`config.mk`:
```
export PLATFORM = sky130hd
export DESIGN_NAME = led_pwm_fade
export DESIGN_NICKNAME = d
export VERILOG_FILES = /design/src/rtl/led_pwm_pkg.sv /design/src/rtl/led_pwm_chan.sv /design/src/rtl/led_pwm_fade.sv
export SDC_FILE = /design/constraint.sdc
export NUM_CORES = 1
export LEC_CHECK = 0
export CAP_MARGIN = 20
export CELL_PAD_IN_SITES_DETAIL_PLACEMENT = 1
export CELL_PAD_IN_SITES_GLOBAL_PLACEMENT = 1
export CORE_MARGIN = 10
export CORE_UTILIZATION = 50
export CTS_BUF_LIST = sky130_fd_sc_hd__clkbuf_16
export CTS_CLUSTER_SIZE = 10
export DETAILED_ROUTE_END_ITERATION = 8
export GPL_TIMING_DRIVEN = 1
export PLACE_DENSITY = 0.79
export SYNTH_ARGS = -nofsm -noshare
export SYNTH_HDL_FRONTEND = slang
export SYNTH_SLANG_ARGS = --single-unit
```
`constraint.sdc`:
```
create_clock -name clk -period 5.4 [get_ports clk]
set_clock_uncertainty 0.15 [all_clocks]
set_input_delay 0.81 -clock clk [delete_from_list [all_inputs] [get_ports clk]]
set_output_delay 0.81 -clock clk [all_outputs]
set_load 0.005 [all_outputs]
```
`src/rtl/led_pwm_pkg.sv`:
```
// Shared definitions for the LED PWM fade block: register offsets inside a
// bank, CTRL/CR/STATUS bit positions and the global-bank index helper.
package led_pwm_pkg;

    // Channel bank register offsets
    localparam logic [1:0] REG_DUTY   = 2'd0;
    localparam logic [1:0] REG_RATE   = 2'd1;
    localparam logic [1:0] REG_CTRL   = 2'd2;
    localparam logic [1:0] REG_CUR    = 2'd3;

    // Global bank register offsets
    localparam logic [1:0] REG_CR     = 2'd0;
    localparam logic [1:0] REG_PSL    = 2'd1;
    localparam logic [1:0] REG_PSH    = 2'd2;
    localparam logic [1:0] REG_STATUS = 2'd3;

    // CTRL bits
    localparam int CTRL_EN      = 0;
    localparam int CTRL_INV     = 1;
    localparam int CTRL_FADE    = 2;
    localparam int CTRL_BREATHE = 3;

    // CR bits
    localparam int CR_RUN = 0;
    localparam int CR_IE  = 1;

    // STATUS period-end flag
    localparam int STATUS_PERIOD = 7;

    // The global bank is the all-ones bank of the address bank field.
    function automatic int unsigned glb_bank_idx(input int unsigned aw);
        return (32'd1 << (aw - 32'd2)) - 32'd1;
    endfunction

endpackage

```
`src/rtl/led_pwm_chan.sv`:
```
// One PWM channel: DUTY/RATE/CTRL registers, fade/breathe engine producing
// the applied duty CUR, and the registered compare output.
// Ports:
//   clk_i, rst_ni      clock, async active-low reset
//   wr_i, rsel_i       write strobe for this bank, register select
//   wdata_i            write data
//   run_i, pe_i        generator running, period-end strobe
//   cnt_i              shared PWM counter
//   rdata_o            read data for rsel_i
//   done_o             one-cycle pulse when a fade lands on its goal
//   pwm_o              registered channel output
module led_pwm_chan
    import led_pwm_pkg::*;
#(
    parameter int PWM_BITS = 8
) (
    input  logic                clk_i,
    input  logic                rst_ni,
    input  logic                wr_i,
    input  logic [1:0]          rsel_i,
    input  logic [7:0]          wdata_i,
    input  logic                run_i,
    input  logic                pe_i,
    input  logic [PWM_BITS-1:0] cnt_i,
    output logic [7:0]          rdata_o,
    output logic                done_o,
    output logic                pwm_o
);

    localparam logic [PWM_BITS-1:0] CUR_ONE = PWM_BITS'(1);

    logic [PWM_BITS-1:0] duty_q, cur_q, cur_d, goal;
    logic [7:0]          rate_q, rcnt_q, rcnt_d;
    logic [3:0]          ctrl_q;
    logic                dir_q, dir_d, pwm_q, raw;

    // dir_q=1 means a breathing channel is heading back down to zero.
    assign goal = (ctrl_q[CTRL_BREATHE] && dir_q) ? '0 : duty_q;

    always_comb begin
        cur_d  = cur_q;
        rcnt_d = rcnt_q;
        dir_d  = ctrl_q[CTRL_BREATHE] ? dir_q : 1'b0;
        done_o = 1'b0;
        if (!ctrl_q[CTRL_FADE]) begin
            rcnt_d = '0;
        end
        if (pe_i) begin
            if (!ctrl_q[CTRL_FADE]) begin
                cur_d = goal;
                if (ctrl_q[CTRL_BREATHE]) begin
                    dir_d = ~dir_q;
                end
            end else if (rcnt_q == rate_q) begin
                rcnt_d = '0;
                if (cur_q < goal) begin
                    cur_d = cur_q + CUR_ONE;
                end else if (cur_q > goal) begin
                    cur_d = cur_q - CUR_ONE;
                end
                done_o = (cur_q != goal) && (cur_d == goal);
                if (ctrl_q[CTRL_BREATHE] && (cur_d == goal)) begin
                    dir_d = ~dir_q;
                end
            end else begin
                rcnt_d = rcnt_q + 8'd1;
            end
        end
    end

    // A stopped generator parks the output at its idle (inv) level.
    assign raw = run_i & ctrl_q[CTRL_EN] & (cnt_i < cur_q);

    always_ff @(posedge clk_i or negedge rst_ni) begin
        if (!rst_ni) begin
            duty_q <= '0;
            rate_q <= '0;
            ctrl_q <= '0;
            cur_q  <= '0;
            rcnt_q <= '0;
            dir_q  <= 1'b0;
            pwm_q  <= 1'b0;
        end else begin
            if (wr_i) begin
                case (rsel_i)
                    REG_DUTY: duty_q <= wdata_i[PWM_BITS-1:0];
                    REG_RATE: rate_q <= wdata_i;
                    REG_CTRL: ctrl_q <= wdata_i[3:0];
                    default: ;
                endcase
            end
            cur_q  <= cur_d;
            rcnt_q <= rcnt_d;
            dir_q  <= dir_d;
            pwm_q  <= raw ^ ctrl_q[CTRL_INV];
        end
    end

    always_comb begin
        rdata_o = '0;
        case (rsel_i)
            REG_DUTY: rdata_o[PWM_BITS-1:0] = duty_q;
            REG_RATE: rdata_o = rate_q;
            REG_CTRL: rdata_o[3:0] = ctrl_q;
            default:  rdata_o[PWM_BITS-1:0] = cur_q;
        endcase
    end

    assign pwm_o = pwm_q;

endmodule

```
`src/rtl/led_pwm_fade.sv`:
```
// Multi-channel LED PWM generator with per-channel fade/breathe engines on
// the 8-bit CPU register bus.
// Ports:
//   clk, rst         system clock, async active-low reset
//   cs, we, addr     bus strobe, write enable, {bank, reg} select
//   din, dout        write data, registered read data (1-cycle latency)
//   pwm              channel outputs, bit i = channel i
//   irq              level interrupt, any pending fade completion with CR.ie
module led_pwm_fade
    import led_pwm_pkg::*;
#(
    parameter int NCH      = 3,
    parameter int PWM_BITS = 8,
    parameter int AW       = 5
) (
    input  logic           clk,
    input  logic           rst,
    input  logic           cs,
    input  logic           we,
    input  logic [AW-1:0]  addr,
    input  logic [7:0]     din,
    output logic [7:0]     dout,
    output logic [NCH-1:0] pwm,
    output logic           irq
);

    localparam int unsigned         GLB_IDX    = glb_bank_idx(AW);
    localparam logic [AW-3:0]       GLB_BANK   = GLB_IDX[AW-3:0];
    localparam int unsigned         CNT_LAST_I = (1 << PWM_BITS) - 2;
    localparam logic [PWM_BITS-1:0] CNT_LAST   = CNT_LAST_I[PWM_BITS-1:0];

    logic [AW-3:0]       bank;
    logic [1:0]          rsel;
    logic                wr, rd, glb_hit;
    logic [1:0]          cr_q;
    logic [7:0]          psl_q, psh_q, dout_q, rd_data, status_rd;
    logic [15:0]         ps_cnt_q;
    logic [PWM_BITS-1:0] cnt_q;
    logic                tick, pe;
    logic [NCH-1:0]      pend_q, pend_d, ch_hit, ch_done;
    logic                flag_q, flag_d;
    logic [7:0]          ch_rd [NCH];

    assign bank    = addr[AW-1:2];
    assign rsel    = addr[1:0];
    assign wr      = cs & we;
    assign rd      = cs & ~we;
    assign glb_hit = (bank == GLB_BANK);

    // Prescaler reloads from {PSH,PSL} on each tick, so a new value written
    // while running is picked up at the next reload.
    assign tick = cr_q[CR_RUN] && (ps_cnt_q == 16'd0);
    assign pe   = tick && (cnt_q == CNT_LAST);

    always_ff @(posedge clk or negedge rst) begin
        if (!rst) begin
            ps_cnt_q <= '0;
            cnt_q    <= '0;
        end else if (!cr_q[CR_RUN]) begin
            ps_cnt_q <= '0;
            cnt_q    <= '0;
        end else begin
            ps_cnt_q <= tick ? {psh_q, psl_q} : ps_cnt_q - 16'd1;
            if (tick) begin
                cnt_q <= pe ? '0 : cnt_q + PWM_BITS'(1);
            end
        end
    end

    // Clears are applied first so a same-cycle set survives.
    always_comb begin
        pend_d = pend_q;
        flag_d = flag_q;
        if (wr && glb_hit && (rsel == REG_STATUS)) begin
            pend_d = pend_q & ~din[NCH-1:0];
            flag_d = flag_q & ~din[STATUS_PERIOD];
        end
        pend_d = pend_d | ch_done;
        if (pe) begin
            flag_d = 1'b1;
        end
    end

    always_ff @(posedge clk or negedge rst) begin
        if (!rst) begin
            cr_q   <= '0;
            psl_q  <= '0;
            psh_q  <= '0;
            pend_q <= '0;
            flag_q <= 1'b0;
            dout_q <= '0;
        end else begin
            if (wr && glb_hit) begin
                case (rsel)
                    REG_CR:  cr_q  <= din[1:0];
                    REG_PSL: psl_q <= din;
                    REG_PSH: psh_q <= din;
                    default: ;
                endcase
            end
            pend_q <= pend_d;
            flag_q <= flag_d;
            if (rd) begin
                dout_q <= rd_data;
            end
        end
    end

    for (genvar c = 0; c < NCH; c++) begin : g_chan
        localparam int unsigned   CI      = c;
        localparam logic [AW-3:0] BANK_ID = CI[AW-3:0];
        assign ch_hit[c] = (bank == BANK_ID);
        led_pwm_chan #(
            .PWM_BITS(PWM_BITS)
        ) u_chan (
            .clk_i   (clk),
            .rst_ni  (rst),
            .wr_i    (wr & ch_hit[c]),
            .rsel_i  (rsel),
            .wdata_i (din),
            .run_i   (cr_q[CR_RUN]),
            .pe_i    (pe),
            .cnt_i   (cnt_q),
            .rdata_o (ch_rd[c]),
            .done_o  (ch_done[c]),
            .pwm_o   (pwm[c])
        );
    end

    always_comb begin
        status_rd                = '0;
        status_rd[NCH-1:0]       = pend_q;
        status_rd[STATUS_PERIOD] = flag_q;
    end

    always_comb begin
        rd_data = '0;
        if (glb_hit) begin
            case (rsel)
                REG_CR:  rd_data = {6'b0, cr_q};
                REG_PSL: rd_data = psl_q;
                REG_PSH: rd_data = psh_q;
                default: rd_data = status_rd;
            endcase
        end else begin
            for (int i = 0; i < NCH; i++) begin
                if (ch_hit[i]) begin
                    rd_data = ch_rd[i];
                end
            end
        end
    end

    assign dout = dout_q;
    assign irq  = cr_q[CR_IE] & (|pend_q);

endmodule
```
# ---- After elaboration in Yosys (flattened, before gate mapping)
# Cells that the tools add are included.
dict set report word_totals {
  out_inout_bits 12
  register_bits 168
  inputBits 17
  wordCells 208
}
dict set report op_classes {
  bitwise_logic 24
  muxes 82
  eq_ne 20
  n_reduce_logical 33
  order_cmp 9
  addsub 11
}
# op count
set op_table {}
lappend op_table {{8-bit 2-to-1 mux} 43}
lappend op_table {{4-bit case mux with 3 select lines} 6}
lappend op_table {{8-bit by 1-bit adder with 8-bit output, second input constant} 7}
lappend op_table {{8-bit == test} 6}
lappend op_table {{8-bit less-than comparator} 6}
lappend op_table {{16-bit 2-to-1 mux} 2}
lappend op_table {{2-bit AND reduction} 15}
lappend op_table {{1-bit 2-to-1 mux} 29}
lappend op_table {{8-bit > comparator} 3}
lappend op_table {{8-bit != test} 3}
lappend op_table {{8-bit case mux with 3 select lines} 1}
lappend op_table {{8-bit by 1-bit subtractor with 8-bit output, second input constant} 3}
lappend op_table {{16-bit logical NOT} 1}
lappend op_table {{16-bit by 1-bit subtractor with 16-bit output, second input constant} 1}
lappend op_table {{1-bit AND} 13}
lappend op_table {{1-bit logical AND} 13}
lappend op_table {{8-bit == test, second input constant} 1}
lappend op_table {{2-bit != test, second input constant} 3}
lappend op_table {{1-bit inverter} 5}
lappend op_table {{2-bit == test, second input constant} 2}
lappend op_table {{3-bit AND} 1}
lappend op_table {{3-bit by 1-bit == test with 1-bit output, second input constant} 1}
lappend op_table {{3-bit by 2-bit == test with 1-bit output, second input constant} 1}
lappend op_table {{3-bit == test, second input constant} 1}
lappend op_table {{other kinds (10)} 12}

# ---- Longest topological paths before layout
# Gate-level depths: netlist of the first run.
dict set report logic_depth {
  word_depth 14
  depth_mapped 15
  ltp_nobuf 13
}

# ---- Hierarchy
# Synthesis of the first run repeated with hierarchy kept, for this count alone.
dict set report unflattened {
  hier_cells 1312
  area_unflattened_um2 12478.2
}
# mod instances cells_each area_each_um2 seq_area_each_um2
set by_module_without_submodules {}
lappend by_module_without_submodules {led_pwm_chan 3 340 3169.3 950.9}
lappend by_module_without_submodules {led_pwm_fade 1 292 2970.3 1351.3}

# ---- Least setup slack after synthesis of the first run
# OpenSTA, ideal clock, no wires.
dict set report synth_timing {
  kind {reg2reg}
  start {reg g_chan[0].u_chan.ctrl_q[3]}
  end {reg g_chan[0].u_chan.dir_q}
  period_less_slack_ps 3473
  path_stages_with_launch 15
  setup_ps 133
  n_path_buf 1
  t_required_ps 5117
  arrival_time_ps 3189
  path_slack_ps 1927
  path_cell_list {dfrtp_1 -> nand2_1 -> and2_1 -> clkbuf_1 -> inv_1 -> ha_1 -> nor2b_1 -> o211ai_1 -> a21oi_1 -> or4_1 -> o32a_1 -> xnor2_1 -> o221ai_1 -> a22oi_1 -> o211ai_1}
}
dict set report synth_between {
  elab_chain_len 14
  word_cells_on_any_way 17
  classes_between {2 x order compare; 1 x eq/ne; 12 x mux; 2 x reduce/logical}
}
# element line
set synth_rtl {}
lappend synth_rtl {{start: declaration} led_pwm_chan.sv:34} ;# logic [3:0] ctrl_q;
lappend synth_rtl {{start signal: assignment} led_pwm_chan.sv:88} ;# REG_CTRL: ctrl_q <= wdata_i[3:0];
lappend synth_rtl {{1-bit logical AND} led_pwm_chan.sv:38} ;# assign goal = (ctrl_q[CTRL_BREATHE] && dir_q) ? '0 : duty_q;
lappend synth_rtl {{8-bit 2-to-1 mux} led_pwm_chan.sv:38}
lappend synth_rtl {{8-bit > comparator} led_pwm_chan.sv:58} ;# end else if (cur_q > goal) begin
lappend synth_rtl {{8-bit 2-to-1 mux} led_pwm_chan.sv:58}
lappend synth_rtl {{8-bit 2-to-1 mux} led_pwm_chan.sv:56} ;# if (cur_q < goal) begin
lappend synth_rtl {{8-bit 2-to-1 mux} led_pwm_chan.sv:54} ;# end else if (rcnt_q == rate_q) begin
lappend synth_rtl {{8-bit 2-to-1 mux} led_pwm_chan.sv:49} ;# if (!ctrl_q[CTRL_FADE]) begin
lappend synth_rtl {{8-bit 2-to-1 mux} led_pwm_chan.sv:48} ;# if (pe_i) begin
lappend synth_rtl {{8-bit == test} led_pwm_chan.sv:62} ;# if (ctrl_q[CTRL_BREATHE] && (cur_d == goal)) begin
lappend synth_rtl {{1-bit logical AND} led_pwm_chan.sv:62}
lappend synth_rtl {{1-bit 2-to-1 mux} led_pwm_chan.sv:62}
lappend synth_rtl {{1-bit 2-to-1 mux} led_pwm_chan.sv:54}
lappend synth_rtl {{1-bit 2-to-1 mux} led_pwm_chan.sv:49}
lappend synth_rtl {{1-bit 2-to-1 mux *} led_pwm_chan.sv:48}
lappend synth_rtl {{net g_chan[0].u_chan.dir_d} led_pwm_chan.sv:35} ;# logic dir_q, dir_d, pwm_q, raw;
lappend synth_rtl {{end signal: assignment} led_pwm_chan.sv:94} ;# dir_q <= dir_d;
lappend synth_rtl {{end: declaration} led_pwm_chan.sv:35}
# Mark *: on every way through the listed nets, which the timed path passes. The rest lies on a longest branch. The select of a mux whose other input is x is not followed.
# A chain may end at the register's enable or synchronous reset.

# ---- Worst setup path in the final report of the first run
# Same ends and word-level chain as after synthesis.

==> results by stage, run 1 <==
Outcome:
- The run finished with clean final reports.

Clock tree:
- The depth of the CTS H-tree is 4.
- Buffers inserted during clock tree synthesis total 17.
- Clock-pin slew was measured on the worst setup and hold paths at approximately 0.070 ns.
- The cell sitting at the root of the clock tree is a clkbuf_16.
- The number of buffers inserted by hold repair at cts is 0.
- The worst-skew pair later-pin latency is 0.44 ns.
- Clock tree synthesis found a total of 168 sinks.
- TritonCTS built the clock tree.
- The number of buffers on the longest clock path is 2.
- Once the clock tree was built, the setup fixing pass inserted 0 buffers.
- The number of gates resized after cts is 0.

Synth:
- The register bit count reported by yosys is 168.
- The combinational family with the most area after synthesis is compound AO/OA/AOI/OAI gates.
- The fraction of registers with async set/reset is between 90% and 100%.
- In the synthesized netlist, mux cells make up 11.5% of the area.
- The number of different library cells used by synthesis comes to 77.
- Summing every instance area after synthesis gives 11400 µm².
- The net count of the mapped netlist is 1297.
- After Yosys synthesis, full adders, half adders and majority gates account for 6.28% of the synthesized area.
- Of the synthesized area, sequential elements account for 37.0%.
- The post-synthesis area per instance is roughly 9.3 µm².
- The post-synthesis xor/xnor area fraction is roughly 5.6%.
- The number of warnings printed during yosys synthesis is 0.
- Summing the areas of all and, or, nand and nor instances in the mapped netlist gives ~17% of the synthesized area.
- The gate count after technology mapping is 1223.
- The fraction of the mapped netlist area in compound gates is a little under a fifth.
- The most used flip-flop cell after synthesis is dfrtp_1.
- The number of enable flip-flop cells after synthesis is 0.

Route:
- The via count is between 10000 and 15000.
- The sum of routed wire segments on met1 is 16500 µm.
- The post-detailed-route via-to-cell ratio is 6.62.
- After detailed routing, the average wire length per cell comes to ~25 µm.
- The routed design uses 18300 µm of met2 wire.
- The highest layer touched by signal routing is met4.
- Wire segments on met3 add up to ~2100 µm in the final route.
- The final layout contains routed wiring with a total length of roughly 38000 µm.
- The remaining routing DRC violations is 0.
- The first routing iteration left about 910 violations.
- Once detail routing completed, the nets flagged for antenna violations numbered 0.
- For this run, the detailed router's first-pass iteration total came to 5.

Floorplan:
- The initial core utilization is between 50% and 60%.
- In this run the vertical extent of the chip is 171 µm.
- The total core area is roughly 23000 µm².
- 29 I/O pins were placed.
- The full die area is approximately 30000 µm².
- The floorplan has 55 rows.
- The overall die width is 171 µm.

Final layout:
- Cells with a size suffix above 1 make up around an eighth of the layout.
- The finished cells cover 12400 µm².
- At the end of the flow, the number of nets in the layout was roughly 1300.
- The library cell used most frequently in the layout, excluding fill and tap cells, is dfrtp_1.
- The finished layout holds between 1500 and 2000 standard cells, fillers aside.
- The layout-stage area growth over the synthesis result is 9.38%.
- The final core utilization is 55.2%.
- Fill cells in the final layout number around 2500.
- The library cells used most frequently in the layout, excluding fill and tap cells, are dfrtp_1, nand2_1, mux2_2.

Setup path:
- The buffer and inverter count on the worst path is 1.
- Walking the worst path, the cells encountered are nand2_1 -> and2_1 -> inv_1 -> ha_1 -> nor2b_1 -> o211ai_1 -> a21oi_1 -> o21ai_0 -> o21ai_0 -> o22a_1 -> o221ai_1 -> a22oi_1 -> o211ai_1.
- The type of destination of the critical path is a register.
- The arrival time of the worst setup path is around 4.6 ns.
- The maximum single-stage delay on the critical path is approximately 0.55 ns.
- The cell family contributing the most delay on the critical path is compound AO/OA/AOI/OAI gates.
- STA classifies the critical path startpoint as a register.
- For this design, the slowest cell found on the critical path is o21ai_0.
- The required arrival time at the worst endpoint is 5.54 ns.
- The worst setup path category is register to register.
- The largest fanout of any net on the critical path is 15.

Global routing:
- The number of antenna violations at the first check in global routing is 1.
- The number of global-route vias before repair came to 10500.
- The total overflow left after global routing is 0.
- Global routing used 26.4% of the available tracks.
- The first global-routing pass estimated 60400 µm of wire.
- The pin count of the biggest net entering global routing is 92.

Placement:
- In this run, placement finished with an instance count of between 1000 and 1500.
- The number of port buffers is 28.
- Routability-driven placement finished with a final weighted congestion of about 0.93.
- Summing all placed instances gives a cell area of 11800 µm².
- The estimated wirelength of the detail-placed design is about 26000 µm.

Min path:
- The path class of the tightest hold or removal check is input pin to async pin.

STA:
- The number of max-slew violations in the final report came to 0.
- The final critical path takes up 82.0% of the cycle.
- Setup repair after global routing left no endpoint under its margin.
- The number of endpoints with negative hold slack in the final report came to 0.
- For the pin with the worst max-slew slack, the measured transition is roughly 1.1 ns.
- The final sum of negative setup slack is 0 ns.
- In this run the tightest slew margin relative to its limit is between 20% and 30%.
- The total setup violations reported at the end of the flow is 0.
- The worst path needs ~4.4 ns of the cycle, external delays included.
- For this run, the top clock speed supported by timing is between 200 and 250 MHz.

Run:
- The tool flagged a number of max-cap violations equal to 0.

Power:
- The power density of the placed cells is 361 nW/µm².
- After layout, the design draws a total of around 0.0045 W.
- The cell leakage power is ~5.5 nW.
- The maximum ir drop on the vdd rail is between 0.3 and 0.4 mV.
==> worst paths after layout <==
path                       cells after the start                          to                        from  slack (ns)
setup / recovery                              13      g_chan[0].u_chan.dir_q  g_chan[0].u_chan.ctrl_q[3]        0.97
hold / removal                                 1  g_chan[2].u_chan.rcnt_q[3]                         rst        0.28
setup reg to reg                              13      g_chan[0].u_chan.dir_q  g_chan[0].u_chan.ctrl_q[3]        0.97
hold reg to reg                                2                     dout[6]                     dout[6]        0.36
max in group asynchronous                      2  g_chan[2].u_chan.ctrl_q[1]                         rst        3.62
min in group clk                               2                     dout[6]                     dout[6]        0.36
==> cell type report <==
class / instances / area, µm² / share of cell area (%)
Clock inverter: 15 / 176 / 1.42
Inverter: 40 / 150 / 1.21
Sequential cell: 168 / 4200 / 33.8
Timing Repair Buffer: 40 / 364 / 2.93
Tap cell: 285 / 357 / 2.87
Antenna cell: 1 / 2.50 / 0.0201
Clock buffer: 17 / 425 / 3.42
Multi-Input combinational cell: 951 / 6740 / 54.3
==> cells in the mapped netlist (7+ instances only) <==
master	n	area, µm²
dfrtp_1	168	4200
nand2_1	152	571
mux2_2	85	957
o21ai_0	76	380
nor2_1	62	233
a21oi_1	60	300
xnor2_1	59	517
ha_1	57	713
clkbuf_1	55	206
inv_1	39	146
nand3_1	32	160
a21o_1	26	195
nor3_1	25	125
nand4_1	22	138
o22ai_1	22	138
and3_1	19	119
nand2b_1	18	113
a221oi_1	15	131
mux2i_1	15	150
a211oi_1	13	97.6
o211a_1	13	130
xor2_1	13	114
a31oi_1	12	75.1
and2_1	12	75.1
nor2b_1	10	62.6
mux4_2	9	203
nor4_1	9	56.3
o211ai_1	9	67.6
o31ai_1	9	67.6
or3_1	8	50.1
a22oi_1	7	52.6
==> stage by stage <==
stage	hold slack [ns]	setup slack (ns)
4_1_cts	0.359	1.10
3_3_place_gp	0.318	1.38
2_1_floorplan	0.295	1.93
3_5_place_dp	0.317	1.22
5_1_grt	0.374	0.597
6_report	0.280	0.974
==> kinds of logic (layout without fill, tap and decap cells) <==
logic type	Yosys count	in the layout
compound gates	314	314
xor+xnor	72	72
fa+ha+maj	57	57
buf+inv	104	112
flops	168	168
mux	109	109
other cells	0	1
simple gates	399	399
==> report_power, final <==
group          internal (W)  leakage [nW]  switching, W  total, W
clock              0.000629         0.295      0.000620   0.00125
sequential          0.00140          2.26      0.000190   0.00159
combinational      0.000644          2.91      0.000999   0.00164
total               0.00267          5.47       0.00181   0.00448
==> state kept, by name, indices dropped and copies added, names as in the netlist <==
| signal | count |
|---|---|
| g_chan.u_chan.ctrl_q | 12 |
| g_chan.u_chan.dir_q | 3 |
| ps_cnt_q | 16 |
| g_chan.u_chan.cur_q | 24 |
| cnt_q | 8 |
| psl_q | 8 |
| g_chan.u_chan.rcnt_q | 24 |
| pend_q | 3 |
| g_chan.u_chan.duty_q | 24 |
| flag_q | 1 |
| dout | 8 |
| psh_q | 8 |
| g_chan.u_chan.pwm_o | 3 |
| cr_q | 2 |
| g_chan.u_chan.rate_q | 24 |
==> layer usage <==
layer	global-route usage (%)	vias to the layer above
li1	-	4490
met1	34.3	5125
met2	43.5	345
met3	4.68	80
met4	9.00	0
met5	0	-
==> worst register-to-register path, delay by kind of cell (launching register included) <==
kind,cells,cell delay (ns)
flops,1,0.43
fa+ha+maj,1,0.30
compound gates,8,2.41
buf+inv,1,0.11
simple gates,3,0.90
Power figures use the tool's default switching activity.
==> run 2: changes to the inputs <==
- CORE_UTILIZATION: 50 -> 49
- PLACE_DENSITY: 0.79 -> 0.77
- clock period: 5.4 -> 4.2 ns (I/O delays scaled with it)
==> run 2 against run 1 <==
Effect of this change:
- die area increased by 1.8%
- utilization increased by 0.25 points
- global-route usage decreased by 0.23 points
- clock power increased by 27%
- non-clock buffer count increased by 20
- clock-buffer cell count unchanged
- critical path depth decreased by 1
- first-iteration DRC count increased by 0.33%
- via count increased by 0.56%
- design area increased by 1.4%
- combinational power increased by 29%
- critical path type unchanged
- cell count increased by 1.3%
==> results by stage, run 2 (synthesis results as in run 1) <==
Clock tree:
- The worst-skew pair later-pin latency is between 0.4 and 0.5 ns.
- After clock tree synthesis, the clock-pin slew on the worst setup and hold paths is 0.08 ns.
- The H-tree generated during clock tree synthesis spans 4 levels.
- Counting the buffers created by CTS gives 17.
- The longest clock path from root to sink contains 2 buffers.
- The library cell used as clock root buffer is clkbuf_16.
- The clock drives ~170 sinks.
- Buffers added to address setup during post-CTS repair amount to 0.
- The TritonCTS clock tree is built.

Setup path:
- In this run the critical register-to-register path is launched from g_chan[1].u_chan.dir_q.
- The library cell contributing the largest single delay on the critical path is o21ai_0.
- The signal on the critical path passes through a21boi_0 -> inv_1 -> ha_1 -> nand2_1 -> o21ai_0 -> nor2_1 -> and4_1 -> a211oi_1 -> o21ai_0 -> a2111oi_4 -> a211oi_1 -> a211oi_1.
- The depth of the worst register-to-register path is 12.
- In this run the critical register-to-register path is captured at g_chan[1].u_chan.dir_q.
- At the worst endpoint, the required time is between 4 and 5 ns.
- The number of buffers and inverters on the critical path is 1.
- STA classifies the critical path startpoint as a register.
- The worst register-to-register path has a setup slack of between 0.2 and 0.3 ns.
- The largest single stage delay on the critical path is about 0.60 ns.
- In this run the worst setup path begins at g_chan[1].u_chan.dir_q.
- The worst setup path is of the register to register kind.
- The depth of the critical timing path with buffers and inverters included is 12.
- The largest fanout of any net on the critical path is 6.
- On the critical path the largest part of the delay comes from compound AO/OA/AOI/OAI gates.
- The arrival time of the worst setup path is just over 4 ns.
- The type of destination of the critical path is a register.
- The library cell appearing most often on the critical path is a211oi_1.

Power:
- Summed over all nets, the switching power comes to between 0.002 and 0.0025 W.
- The maximum ir drop on the vdd rail is approximately 0.38 mV.
- In this run the static leakage power is 5.58 nW.
- The sequential share of power is between 30% and 40%.
- The internal power consumption is 0.00345 W.
- In this run, the clock network consumes approximately 28% of the power.
- The switching power share of the total is roughly 40%.
- The power share of the combinational group is 36.8%.
- In this run the power density over the cells is roughly 460 nW/µm².

Global routing:
- The number of global-route vias before repair is ~10000.
- The number of antenna violations at the first check in global routing is 0.
- The overall overflow remaining after global route is 0.
- The aggregate global-route resource usage is 26.2%.
- Entering global routing, the biggest net connects between 100 and 150 pins.
- The first-pass GRT wire length is roughly 60000 µm.

Placement:
- Once detailed placement completed, the half-perimeter wirelength came to between 20000 and 30000 µm.
- The routability congestion estimate is roughly 0.95.
- The number of port buffers is 28.
- The post-placement cell count is 1502.
- The minimum setup slack after placement is 0.281 ns.

STA:
- The part of the cycle the worst path needs is 93.0%.
- For this run, the top clock speed supported by timing is approximately 260 MHz.
- The final sum of negative setup slack is 0 ns.
- The minimum clock period after layout is slightly below 4 ns.
- Setup violations remaining at the end of the flow were counted as 0.
- The final worst hold slack is around 0.34 ns.
- Setup repair after global routing left no endpoint under its margin.
- The number of endpoints with negative hold slack in the final report is 0.
- The number of max-slew violations in the final report is 0.
- In the post-route analysis, the smallest setup slack over all paths is between 0.2 and 0.3 ns.
- At the pin with the least slew margin, the transition time is about 0.98 ns.
- The worst relative slew slack is ~35%.

Route:
- The final layout contains routed wiring with a total length of 38300 µm.
- The count of antenna-violating nets left after detailed routing is 0.
- In the routed design, unresolved DRC markers number 0.
- The routed length per placed instance is ~25 µm.
- After detailed routing, the number of vias per cell comes to 6.57.
- The first routing iteration left ~900 violations.
- The first detailed-routing pass ran for 5 iterations.
- The final route contains 10100 vias.

Min path:
- The origin of the worst min-delay path is dout[1].
- The worst-case hold path end point is dout[1].
- The worst hold path passes through 2 cells.
- The path category of the worst min-delay check is register to register.

Floorplan:
- The total area inside the core boundary comes to 22700 µm².
- The top-level port count is 29.
- The floorplan has 55 rows.
- The floorplan step defined a die boundary enclosing ~30000 µm².
- Measured along the x axis, the die boundary spans about 170 µm.
- The initial core utilization is between 50% and 60%.
- The die is around 170 µm tall.

Final layout:
- In the layout the commonest cells are dfrtp_1, nand2_1, mux2_2.
- The proportion of layout cells with a drive suffix above 1 is 14.5%.
- Leaving out fill and tap cells, the most frequent cell in the layout is dfrtp_1.
- The layout-stage area growth over the synthesis result is 10.9%.
- The non-filler instance count after layout is between 1500 and 2000.
- After the last flow step, the layout net total stands at between 1000 and 1500.

Run:
- The tool flagged a number of max-cap violations equal to 0.

Outcome:
- The run finished with clean final reports.
==> run 2: changes by cell type in the layout (fill, tap and decap cells not counted), sizes merged <==
cell         change
dlygate4sd3      +1
clkbuf           -1
clkinvlp         +1
inv              -1
buf             +20
==> run 2: how the worst max path moves through the flow <==
stage | end
after floorplan | g_chan[0].u_chan.dir_q
after global placement | g_chan[1].u_chan.dir_q
after detailed placement | g_chan[2].u_chan.dir_q
after CTS | g_chan[2].u_chan.dir_q
after global routing | g_chan[1].u_chan.dir_q
final | g_chan[1].u_chan.dir_q
==> run 2: layout make-up <==
class | instances | area, µm²
multi-input combinational | 951 | 6740
timing repair buffer | 60 | 552
sequential | 168 | 4200
tap | 285 | 357
antenna | 1 | 2.50
inverter | 40 | 150
clock buffer | 17 | 425
fill | 2588 | 10100
clock inverter | 15 | 158
==> run 2: per-layer routing <==
metal  share of wire, %  wire, µm  GRT usage (%)  vias up
met3                5.7      2190           5.31       79
met5                  0         0              0        -
met1                 43     16600           33.6     5158
met4                2.5       976           7.68        0
li1                   -         -              -     4533
met2                 48     18600           43.7      326
==> run 2: timing repair <==
action	4_1_cts	5_1_grt
hold buffers	0	1
hold endpoints to repair	0	20
resized for setup	0	1
setup endpoints to repair	0	1
==> run 2: power groups by stage <==
stage | Combinational, W | Sequential [W] | Clock (W)
floorplan | 0.00157 | 0.00195 | 0
global placement | 0.00200 | 0.00205 | 0
detailed placement | 0.00207 | 0.00206 | 0
CTS | 0.00210 | 0.00203 | 0.00160
global route | 0.00235 | 0.00206 | 0.00169
finish | 0.00211 | 0.00204 | 0.00159
==> run 2: worst reg2reg max path, stage by stage (launching register included) <==
cell	delay, ns
dfrtp_1	0.43
a21boi_0	0.43
inv_1	0.14
ha_1	0.33
nand2_1	0.07
o21ai_0	0.60
nor2_1	0.20
and4_1	0.24
a211oi_1	0.19
o21ai_0	0.19
a2111oi_4	0.50
a211oi_1	0.15
a211oi_1	0.22
==> run 2: through the flow <==
step	utilization, %	power, W	cell area (µm²)
floorplan	-	0.00352	11400
global placement	52.7	0.00404	12000
detailed placement	52.7	0.00413	12000
CTS	55.3	0.00573	12500
global route	55.4	0.00610	12600
finish	55.4	0.00573	12600
